## src/rtl/bus_arbiter.sv

```systemverilog
// bus_arbiter: four-requester bus arbiter with bounded grant hold.
// A grant is held until the owner signals done, drops its request, the
// arbiter is disabled, or MAX_HOLD grant cycles elapse. Each grant is
// followed by one RELEASE cycle with all grant outputs low.
// Optional feature: define BUS_ARBITER_ROUND_ROBIN_EN to select the winner
// round-robin (search upward from last winner + 1). Without it, the highest
// requesting index wins.
module bus_arbiter #(
    parameter int MAX_HOLD = 16
) (
    input  logic       clk,
    input  logic       reset,
    input  logic       enable,
    input  logic [3:0] req,
    input  logic       done,
    output logic [3:0] gnt,
    output logic [1:0] gnt_id,
    output logic       valid,
    output logic       timeout
);

    localparam int CNT_W = $clog2(MAX_HOLD) + 1;
    localparam logic [CNT_W-1:0] HOLD_LAST = CNT_W'(MAX_HOLD - 1);

    typedef enum logic [1:0] {
        ST_IDLE    = 2'd0,
        ST_GRANT   = 2'd1,
        ST_RELEASE = 2'd2
    } state_t;

    state_t           state_q, state_d;
    logic [3:0]       gnt_q, gnt_d;
    logic [1:0]       gnt_id_q, gnt_id_d;
    logic             valid_q, valid_d;
    logic             timeout_q, timeout_d;
    logic [CNT_W-1:0] cnt_q, cnt_d;
    logic [1:0]       winner_s;
    logic             limit_s;
    logic             exit_s;

`ifdef BUS_ARBITER_ROUND_ROBIN_EN
    logic [1:0]       ptr_q, ptr_d;

    // First set request found searching upward from p+1, wrapping modulo 4.
    function automatic logic [1:0] pick_rr(input logic [3:0] r, input logic [1:0] p);
        logic [1:0] idx;
        logic       found;
        pick_rr = p;
        found   = 1'b0;
        for (int i = 1; i <= 4; i++) begin
            idx = p + 2'(i);
            if (!found && r[idx]) begin
                pick_rr = idx;
                found   = 1'b1;
            end else begin
                found   = found;
            end
        end
    endfunction

    // Round-robin winner relative to the last granted index.
    assign winner_s = pick_rr(req, ptr_q);
`else
    // Highest set index wins.
    function automatic logic [1:0] pick_fixed(input logic [3:0] r);
        if (r[3]) begin
            pick_fixed = 2'd3;
        end else if (r[2]) begin
            pick_fixed = 2'd2;
        end else if (r[1]) begin
            pick_fixed = 2'd1;
        end else begin
            pick_fixed = 2'd0;
        end
    endfunction

    // Fixed-priority winner.
    assign winner_s = pick_fixed(req);
`endif

    // Hold limit reached in the current grant cycle, and any grant-exit cause.
    assign limit_s = (cnt_q == HOLD_LAST);
    assign exit_s  = done || !req[gnt_id_q] || !enable || limit_s;

    // Next-state and registered-output computation.
    always_comb begin
        state_d   = state_q;
        gnt_d     = gnt_q;
        gnt_id_d  = gnt_id_q;
        valid_d   = valid_q;
        timeout_d = 1'b0;
        cnt_d     = cnt_q;
`ifdef BUS_ARBITER_ROUND_ROBIN_EN
        ptr_d     = ptr_q;
`endif
        case (state_q)
            ST_IDLE: begin
                if (enable && (req != 4'b0000)) begin
                    state_d  = ST_GRANT;
                    gnt_d    = 4'b0001 << winner_s;
                    gnt_id_d = winner_s;
                    valid_d  = 1'b1;
                    cnt_d    = {CNT_W{1'b0}};
`ifdef BUS_ARBITER_ROUND_ROBIN_EN
                    ptr_d    = winner_s;
`endif
                end else begin
                    state_d  = ST_IDLE;
                    gnt_d    = 4'b0000;
                    gnt_id_d = 2'b00;
                    valid_d  = 1'b0;
                    cnt_d    = {CNT_W{1'b0}};
                end
            end
            ST_GRANT: begin
                if (exit_s) begin
                    state_d   = ST_RELEASE;
                    gnt_d     = 4'b0000;
                    gnt_id_d  = 2'b00;
                    valid_d   = 1'b0;
                    cnt_d     = {CNT_W{1'b0}};
                    // Timeout only when the limit is the sole reason to leave.
                    timeout_d = limit_s && !done && req[gnt_id_q] && enable;
                end else begin
                    cnt_d     = cnt_q + CNT_W'(1);
                end
            end
            ST_RELEASE: begin
                state_d  = ST_IDLE;
                gnt_d    = 4'b0000;
                gnt_id_d = 2'b00;
                valid_d  = 1'b0;
                cnt_d    = {CNT_W{1'b0}};
            end
            default: begin
                state_d  = ST_IDLE;
                gnt_d    = 4'b0000;
                gnt_id_d = 2'b00;
                valid_d  = 1'b0;
                cnt_d    = {CNT_W{1'b0}};
            end
        endcase
    end

    // State and output registers with synchronous reset.
    always_ff @(posedge clk) begin
        if (reset) begin
            state_q   <= ST_IDLE;
            gnt_q     <= 4'b0000;
            gnt_id_q  <= 2'b00;
            valid_q   <= 1'b0;
            timeout_q <= 1'b0;
            cnt_q     <= {CNT_W{1'b0}};
`ifdef BUS_ARBITER_ROUND_ROBIN_EN
            ptr_q     <= 2'd3;
`endif
        end else begin
            state_q   <= state_d;
            gnt_q     <= gnt_d;
            gnt_id_q  <= gnt_id_d;
            valid_q   <= valid_d;
            timeout_q <= timeout_d;
            cnt_q     <= cnt_d;
`ifdef BUS_ARBITER_ROUND_ROBIN_EN
            ptr_q     <= ptr_d;
`endif
        end
    end

    assign gnt     = gnt_q;
    assign gnt_id  = gnt_id_q;
    assign valid   = valid_q;
    assign timeout = timeout_q;

endmodule

```

## config.mk

```make
export PLATFORM = sky130hd
export DESIGN_NAME = bus_arbiter
export DESIGN_NICKNAME = d
export VERILOG_FILES = /design/src/rtl/bus_arbiter.sv
export SDC_FILE = /design/constraint.sdc
export NUM_CORES = 1
export LEC_CHECK = 0
export CAP_MARGIN = 20
export CORE_MARGIN = 10
export CORE_UTILIZATION = 44
export DETAILED_ROUTE_END_ITERATION = 16
export PLACE_DENSITY = 0.82
export SLEW_MARGIN = 5
export SYNTH_ARGS = -nofsm -noshare
export SYNTH_HDL_FRONTEND = slang
export SYNTH_SLANG_ARGS = --single-unit
export TNS_END_PERCENT = 30
```

## constraint.sdc

```tcl
create_clock -name clk -period 1.82 [get_ports clk]
set_input_delay 0.364 -clock clk [delete_from_list [all_inputs] [get_ports clk]]
set_output_delay 0.364 -clock clk [all_outputs]
set_load 0.02 [all_outputs]
```

==> metrics.yaml <==
outcome:
  status: "finished, final reports clean"
setup_path:
  setup.worst_path.end_class: "flip-flop"
  critPathMaxFanout: 4
  cpMaxStageDelayCell: "dfxtp_2"
  critPathKind: "reg -> reg"
  worstPathRequired_ns: 1.99
  r2r_slack_ns: 0.07
  path_buf_inv: 0
  arrival_ns: 1.92
  critPathLaunchType: "flip-flop"
  critPathMaxStageDelay_ns: 0.33
  path_cells: "ha_1, and3_1, ha_2, nor3b_4, nand4b_1, a2bb2oi_2"
  crit_family: "simple AND/OR/NAND/NOR gates"
clocking:
  cts_made_buffers: 3
  clock_latency_ns: 0.28
  clk_pin_slew_ns: 0.09
  cts-root-buf: "clkbuf_4"
  holdBufCountCts: 0
  htreeDepth: 1
  cts_buffer_depth: 2
  cts_tree: "built"
  cts_sinks: 15
placed_design:
  gp_congestion: 0.8045
  portBuffers: 15
  place_hpwl_mm: 1.128
synth:
  ys_top_cells_by_area: "dfxtp_1 50%, a2bb2oi_1 4.4%, ha_1 4.2%"
  ys_types: 27
  ys_ff_latch: 15
  yosys-top-cells-count: "15 x dfxtp_1, 5 x nor2_1, 3 x a2bb2oi_1, 3 x inv_1"
  synth_top_cell_area_share: 0.4990
  synth_area_um2: 601.8
  async_reset_ff_frac: 0
  synth_top_area_cell: "dfxtp_1"
  synth_most_common_cell: "dfxtp_1"
  syn-num-nets: 64
  yosysSeqAreaShare: 0.4990
  ys_warn_count: 0
  synth_area_per_cell_um2: 11.14
  synth_edf_count: 0
  synth_ff_type: "dfxtp_1"
  syn_inst: 54
power:
  clockPowerShare: 0.307
  p_per_area_nw_per_um2: 726.3
  p_total_mw: 0.6298
  switchingPower_mw: 0.1595
  power.internal_mw: 0.4703
  p_sw_frac: 0.2532
  power.share.sequential: 0.550
  p_leak_nw: 0.3457
  combPwrFrac: 0.143
  ir_drop_uv: 519.8
global_route:
  grt_util_all_layers: 0.09139
  grt_pass1_vias: 526
  grt_max_degree: 11
  antenna_found_initial: 0
  grt_first_pass_wirelength_mm: 2.428
  grt_remaining_overflow: 0
timing:
  fmaxAchievable_ghz: 0.5715
  finalCritPeriodShare: 0.9614
  setup_violations: 0
  relSlewSlack: 0.5971
  period_needed_ns: 1.750
  rsz0062_at_grt: "no"
  hold_viol: 0
  drv_slew: 0
  tightestPinTransition_ns: 0.6030
  clock_skew_ns: 0.001097
layout:
  register_area_um2: 301.5
  layout.nets: 90
  syn_to_final_growth_pct: 44.07
  multi_input_area_um2: 312.8
  fillers: 116
  drive_above_1_share: 0.2405
  post-route-util: 0.6663
  antenna_cells: 0
die:
  ios: 16
  core_um2: 1301
  start_util: 0.4625
  dieArea_um2: 3247
  rows: 13
  die_x_um: 56.99
  die_h_um: 56.99
routing:
  initialDrtViolationCount: 7
  viasPerCell: 5.457
  antenna_left: 0
  route.detailed.wl_per_inst_um: 16.06
  vias: 513
  drc: 0
  drt_first_pass_iters: 3
  routed_wl_mm: 1.510
flow_run:
  cap_violations: 0
min_path:
  hp-class: "reg -> reg"
[flip-flops by register name, summed over array words and instances (netlist names)]
register and cells:
valid 1, cnt_q 5, timeout 1, state_q 2, gnt_id 2, gnt 4
[per-layer routing]
metal / track usage / wire, um / part of all wire
met1: 0.1018 / 638 / 0.42
met2: 0.1442 / 750 / 0.50
met3: 0.05088 / 93 / 0.062
met4: 0.03020 / 27 / 0.018
met5: 0 / 0 / 0
[path summary, 6_finish.rpt]
check                              start  endpoint  depth (start not counted)
worst min-delay path              gnt[2]    gnt[2]                          1
worst max register to register  cnt_q[0]     valid                          6
worst min register to register    gnt[2]    gnt[2]                          1
worst max-delay path            cnt_q[0]     valid                          6
[power by group through the flow]
stage	Clock [mW]	Combinational, mW	Sequential (mW)
final	0.194	0.0900	0.346
after global routing	0.216	0.0970	0.348
after CTS	0.195	0.0852	0.346
after detailed placement	0	0.0843	0.353
after global placement	0	0.0825	0.353
after floorplan	0	0.0272	0.360
[kinds of logic after synthesis]
group	Yosys count	share of synthesized area
AO/OA/AOI/OAI	11	0.1372
XOR/XNOR	2	0.02911
adder cells (fa/ha/maj)	2	0.04157
buffers and inverters	3	0.01871
flip-flops	15	0.4990
multiplexers	1	0.03742
AND/OR/NAND/NOR	20	0.2370
[cells in the final DEF (no fill, tap or decap)]
| master | Yosys | final |
|---|---|---|
| and3b_1 | 1 | 1 |
| nand3_1 | 1 | 1 |
| xor2_1 | 1 | 1 |
| clkdlybuf4s50_1 | 0 | 15 |
| a2bb2oi_2 | 0 | 1 |
| a2bb2oi_1 | 3 | 2 |
| o21ai_1 | 2 | 2 |
| o41ai_1 | 1 | 1 |
| clkinv_2 | 0 | 1 |
| a32o_2 | 1 | 1 |
| a21boi_1 | 1 | 1 |
| nor3b_4 | 0 | 1 |
| ha_2 | 0 | 1 |
| clkbuf_4 | 0 | 3 |
| nor2_1 | 5 | 5 |
| nor3b_1 | 1 | 1 |
| o21ai_0 | 2 | 2 |
| nor4b_2 | 1 | 1 |
| and3_1 | 2 | 2 |
| xnor2_1 | 1 | 1 |
| nand4b_1 | 2 | 2 |
| nand3_4 | 0 | 1 |
| inv_1 | 3 | 3 |
| nand2_1 | 1 | 1 |
| dfxtp_2 | 0 | 1 |
| ha_1 | 2 | 1 |
| mux4_2 | 1 | 1 |
| and3_4 | 1 | 1 |
| nor2b_1 | 1 | 1 |
| dfxtp_1 | 15 | 14 |
| a22o_1 | 1 | 1 |
| nand3b_1 | 1 | 1 |
| buf_4 | 0 | 6 |
| and2_1 | 1 | 1 |
[metrics by stage]
| step | hold WS (ns) | setup TNS (ns) | setup WS [ns] | std cells | area (um^2) |
|---|---|---|---|---|---|
| 6_report | 0.4953 | 0 | 0.07026 | 94 | 867.1 |
| 5_1_grt | 0.5111 | 0 | 0.007869 | 94 | 867.1 |
| 4_1_cts | 0.4584 | 0 | 0.03516 | 93 | 835.8 |
| 3_5_place_dp | 0.4429 | -0.03387 | -0.02268 | 89 | 808.3 |
| 3_3_place_gp | 0.4316 | -0.003609 | -0.003609 | 89 | 808.3 |
| 2_1_floorplan | 0.4176 | 0 | 0.2659 | 54 | 601.8 |
[layout make-up]
cell class                 count  area share
multi-input combinational     36      0.3608
clock inverter                 1    0.005772
tap                           15     0.02165
inverter                       3     0.01299
timing repair buffer          21      0.2251
clock buffer                   3     0.02597
sequential                    15      0.3478
[what timing repair did]
action	CTS	global route
setup endpoints to repair	0	5
gates resized for setup	0	5
buffers inserted	0	1
No activity file was read; power rests on OpenSTA's default activity.
==> RTL change, RTL diff (same flow settings) <==
Remove the register `timeout_q`: a continuous assignment takes its place, so the output `timeout` follows one clock earlier.
--- a/src/rtl/bus_arbiter.sv
+++ b/src/rtl/bus_arbiter.sv
@@ -150,5 +150,4 @@
             gnt_id_q  <= 2'b00;
             valid_q   <= 1'b0;
-            timeout_q <= 1'b0;
             cnt_q     <= {CNT_W{1'b0}};
 `ifdef BUS_ARBITER_ROUND_ROBIN_EN
@@ -160,5 +159,4 @@
             gnt_id_q  <= gnt_id_d;
             valid_q   <= valid_d;
-            timeout_q <= timeout_d;
             cnt_q     <= cnt_d;
 `ifdef BUS_ARBITER_ROUND_ROBIN_EN
@@ -167,4 +165,6 @@
         end
     end
+
+    assign timeout_q = timeout_d;
 
     assign gnt     = gnt_q;
Check against the original RTL: no difference found for any inputs over 10 cycles, from zero or initial values and one cycle with reset high; that may be too few to reach the edited logic, so the function may still have changed.
==> RTL change against the unedited design <==
Total power up 4.1%; utilization up 10 points; global-route usage up 0.062 points; maximum frequency down 2.0%; worst setup slack worse by 0.035 ns; largest cell class unchanged; synthesized area down 1.5%; sequential cell count down 1; synthesized cell count up 7.4%; final cell count up 15%; register-to-register slack better by 0.07 ns; routed wire length down 1.1%; first-iteration DRC count rose to 2.9 times the old value; via count up 10%; design area up 14%.
==> RTL change: results (changes against the unedited design) <==
The starting DRC count in detailed routing came out at 20 (was 7). The global-route wire length before repair came to 2350 µm (was 2430 µm). The largest fanout on the critical path is 2 (was 4). The estimated wirelength of the detail-placed design is 1100 µm (was 1130 µm).

The number of cells in the design after placement came to 103 (was 89). The count of nets after finishing came out at 104 (was 90). The post-synthesis average cell area is 10.2 µm² (was 11.1 µm²). The final weighted congestion of routability-driven global placement is 0.746 (was 0.805). The sequential fraction of the synthesis area is 47.3% (was 49.9%). The total nets after synthesis was 68 (was 64). The cell at the slowest stage of the critical path is clkdlybuf4s50_1 (was dfxtp_2). The layout filler cell count is 89 (was 116).

The count of non-filler cells in the finished layout is 108 (was 94). The destination of the critical timing path was timeout (was valid$_SDFFE_PP0P_). Synth area leaders: dfxtp_1, nor4b_2, a22o_1 (was dfxtp_1, a2bb2oi_1, ha_1).

The worst path arrival time is 1.42 ns (was 1.92 ns). The fraction of layout instances using a drive strength above 1 came out at 45.2% (was 24.1%). The share of total power consumed by net switching came out at 24.2% (was 25.3%). The overall fraction of global-route tracks in use is 9.20% (was 9.14%). The fraction of registers with async set/reset is 0% (unchanged).

The static power due to leakage is 0.441 nW (was 0.346 nW). The largest net degree at the start of global routing is 9 (was 11). The maximum ir drop on the vdd rail came out at 480 µV (was 520 µV). The clock latency on the worst-skew pair came out at 0.28 ns (about the same).

Top cells by instance count after synthesis: dfxtp_1, nor2_1, inv_1 (was dfxtp_1, nor2_1, a2bb2oi_1, inv_1). The highest cell delay on the worst timing path is 0.48 ns (was 0.33 ns). The mean number of vias per cell came to 5.24 (was 5.46). The initial antenna violation count is 0 (unchanged). The setup skew after layout came to 0.00402 ns (was 0.00110 ns). The largest delay contributor family on the critical path was buffers and inverters (was simple AND/OR/NAND/NOR gates).

Status: completed (unchanged). The first-pass iteration count of the detailed router is 4 (was 3). The minimum setup slack among reg-to-reg paths was 0.14 ns (was 0.07 ns). The depth of the worst register-to-register path is 7 (was 6).

The routed wirelength normalized by instance count is 13.8 µm (was 16.1 µm). The worst-margin pin slew was 0.409 ns (was 0.603 ns). The standard cell area after detailed placement came to 875 µm² (was 808 µm²).
## RTL change: cell count changes after synthesis, sizes merged, moves of 2 or more
| cell | change |
|---|---|
| a2bb2oi | -3 |
| o21ai | -3 |
| a22o | +2 |
| and2 | +2 |
| nand2 | +2 |
| nand4b | -2 |
| nor3b | -2 |
## RTL change: power by group through the flow
stage	Sequential [mW]	Combinational (mW)	Clock [mW]
finish	0.325	0.103	0.228
global placement	0.329	0.0928	0
floorplan	0.337	0.0267	0
detailed placement	0.330	0.0942	0
CTS	0.324	0.0985	0.234
global route	0.326	0.110	0.249
## RTL change: timing repair
| action | in CTS | in global routing |
|---|---|---|
| resized for setup | 18 | 9 |
| setup endpoints to repair | 5 | 9 |
| pin swaps | 2 | 0 |
| buffers inserted | 1 | 0 |
## RTL change: cell families after synthesis
logic type	synth area share, %
AO/OA/AOI/OAI	17.7
XOR/XNOR	2.95
adder cells (fa/ha/maj)	4.22
buffers and inverters	2.53
flip-flops	47.3
multiplexers	1.69
AND/OR/NAND/NOR	23.6
## RTL change: final cells by class
type	count	area (µm²)	share of cell area [%]
clock buffer	4	36.3	3.68
timing repair buffer	31	269	27.3
tap	15	18.8	1.91
inverter	4	15.0	1.52
multi-input combinational	40	362	36.7
sequential	14	284	28.8
## RTL change: worst min-delay path: stages, from the launching register on
cell and delay, ns:
dfxtp_1 0.32, nand3_1 0.06, nand2_1 0.05
## RTL change: routing by layer
layer  GRT usage (%)  share of wire (%)  vias up
met1            9.77                 43      263
met5               0                  0        -
li1                -                  -      283
met2            14.1                 48       16
met3            3.37                6.2        4
met4            7.56                2.5        0
## RTL change: worst min path at each step
stage	startpoint	endpoint	slack (ns)	cells after the start
final	valid$_SDFFE_PP0P_	valid$_SDFFE_PP0P_	0.47	2
after global routing	valid$_SDFFE_PP0P_	valid$_SDFFE_PP0P_	0.48	2
after CTS	valid$_SDFFE_PP0P_	valid$_SDFFE_PP0P_	0.48	2
after detailed placement	valid$_SDFFE_PP0P_	valid$_SDFFE_PP0P_	0.45	2
after global placement	valid$_SDFFE_PP0P_	valid$_SDFFE_PP0P_	0.45	2
after floorplan	cnt_q[0]$_SDFF_PP0_	cnt_q[0]$_SDFF_PP0_	0.42	1
## RTL change: per-stage QoR
| step | worst slack [ns] | utilization [%] | hold WS, ns |
|---|---|---|---|
| 6_report | 0.0350 | 76.6 | 0.472 |
| 5_1_grt | -0.0196 | 76.6 | 0.484 |
| 4_1_cts | 0.0102 | 73.2 | 0.476 |
| 3_5_place_dp | -0.573 | 68.1 | 0.453 |
| 3_3_place_gp | -0.561 | 68.1 | 0.449 |
| 2_1_floorplan | 0.132 | - | 0.418 |
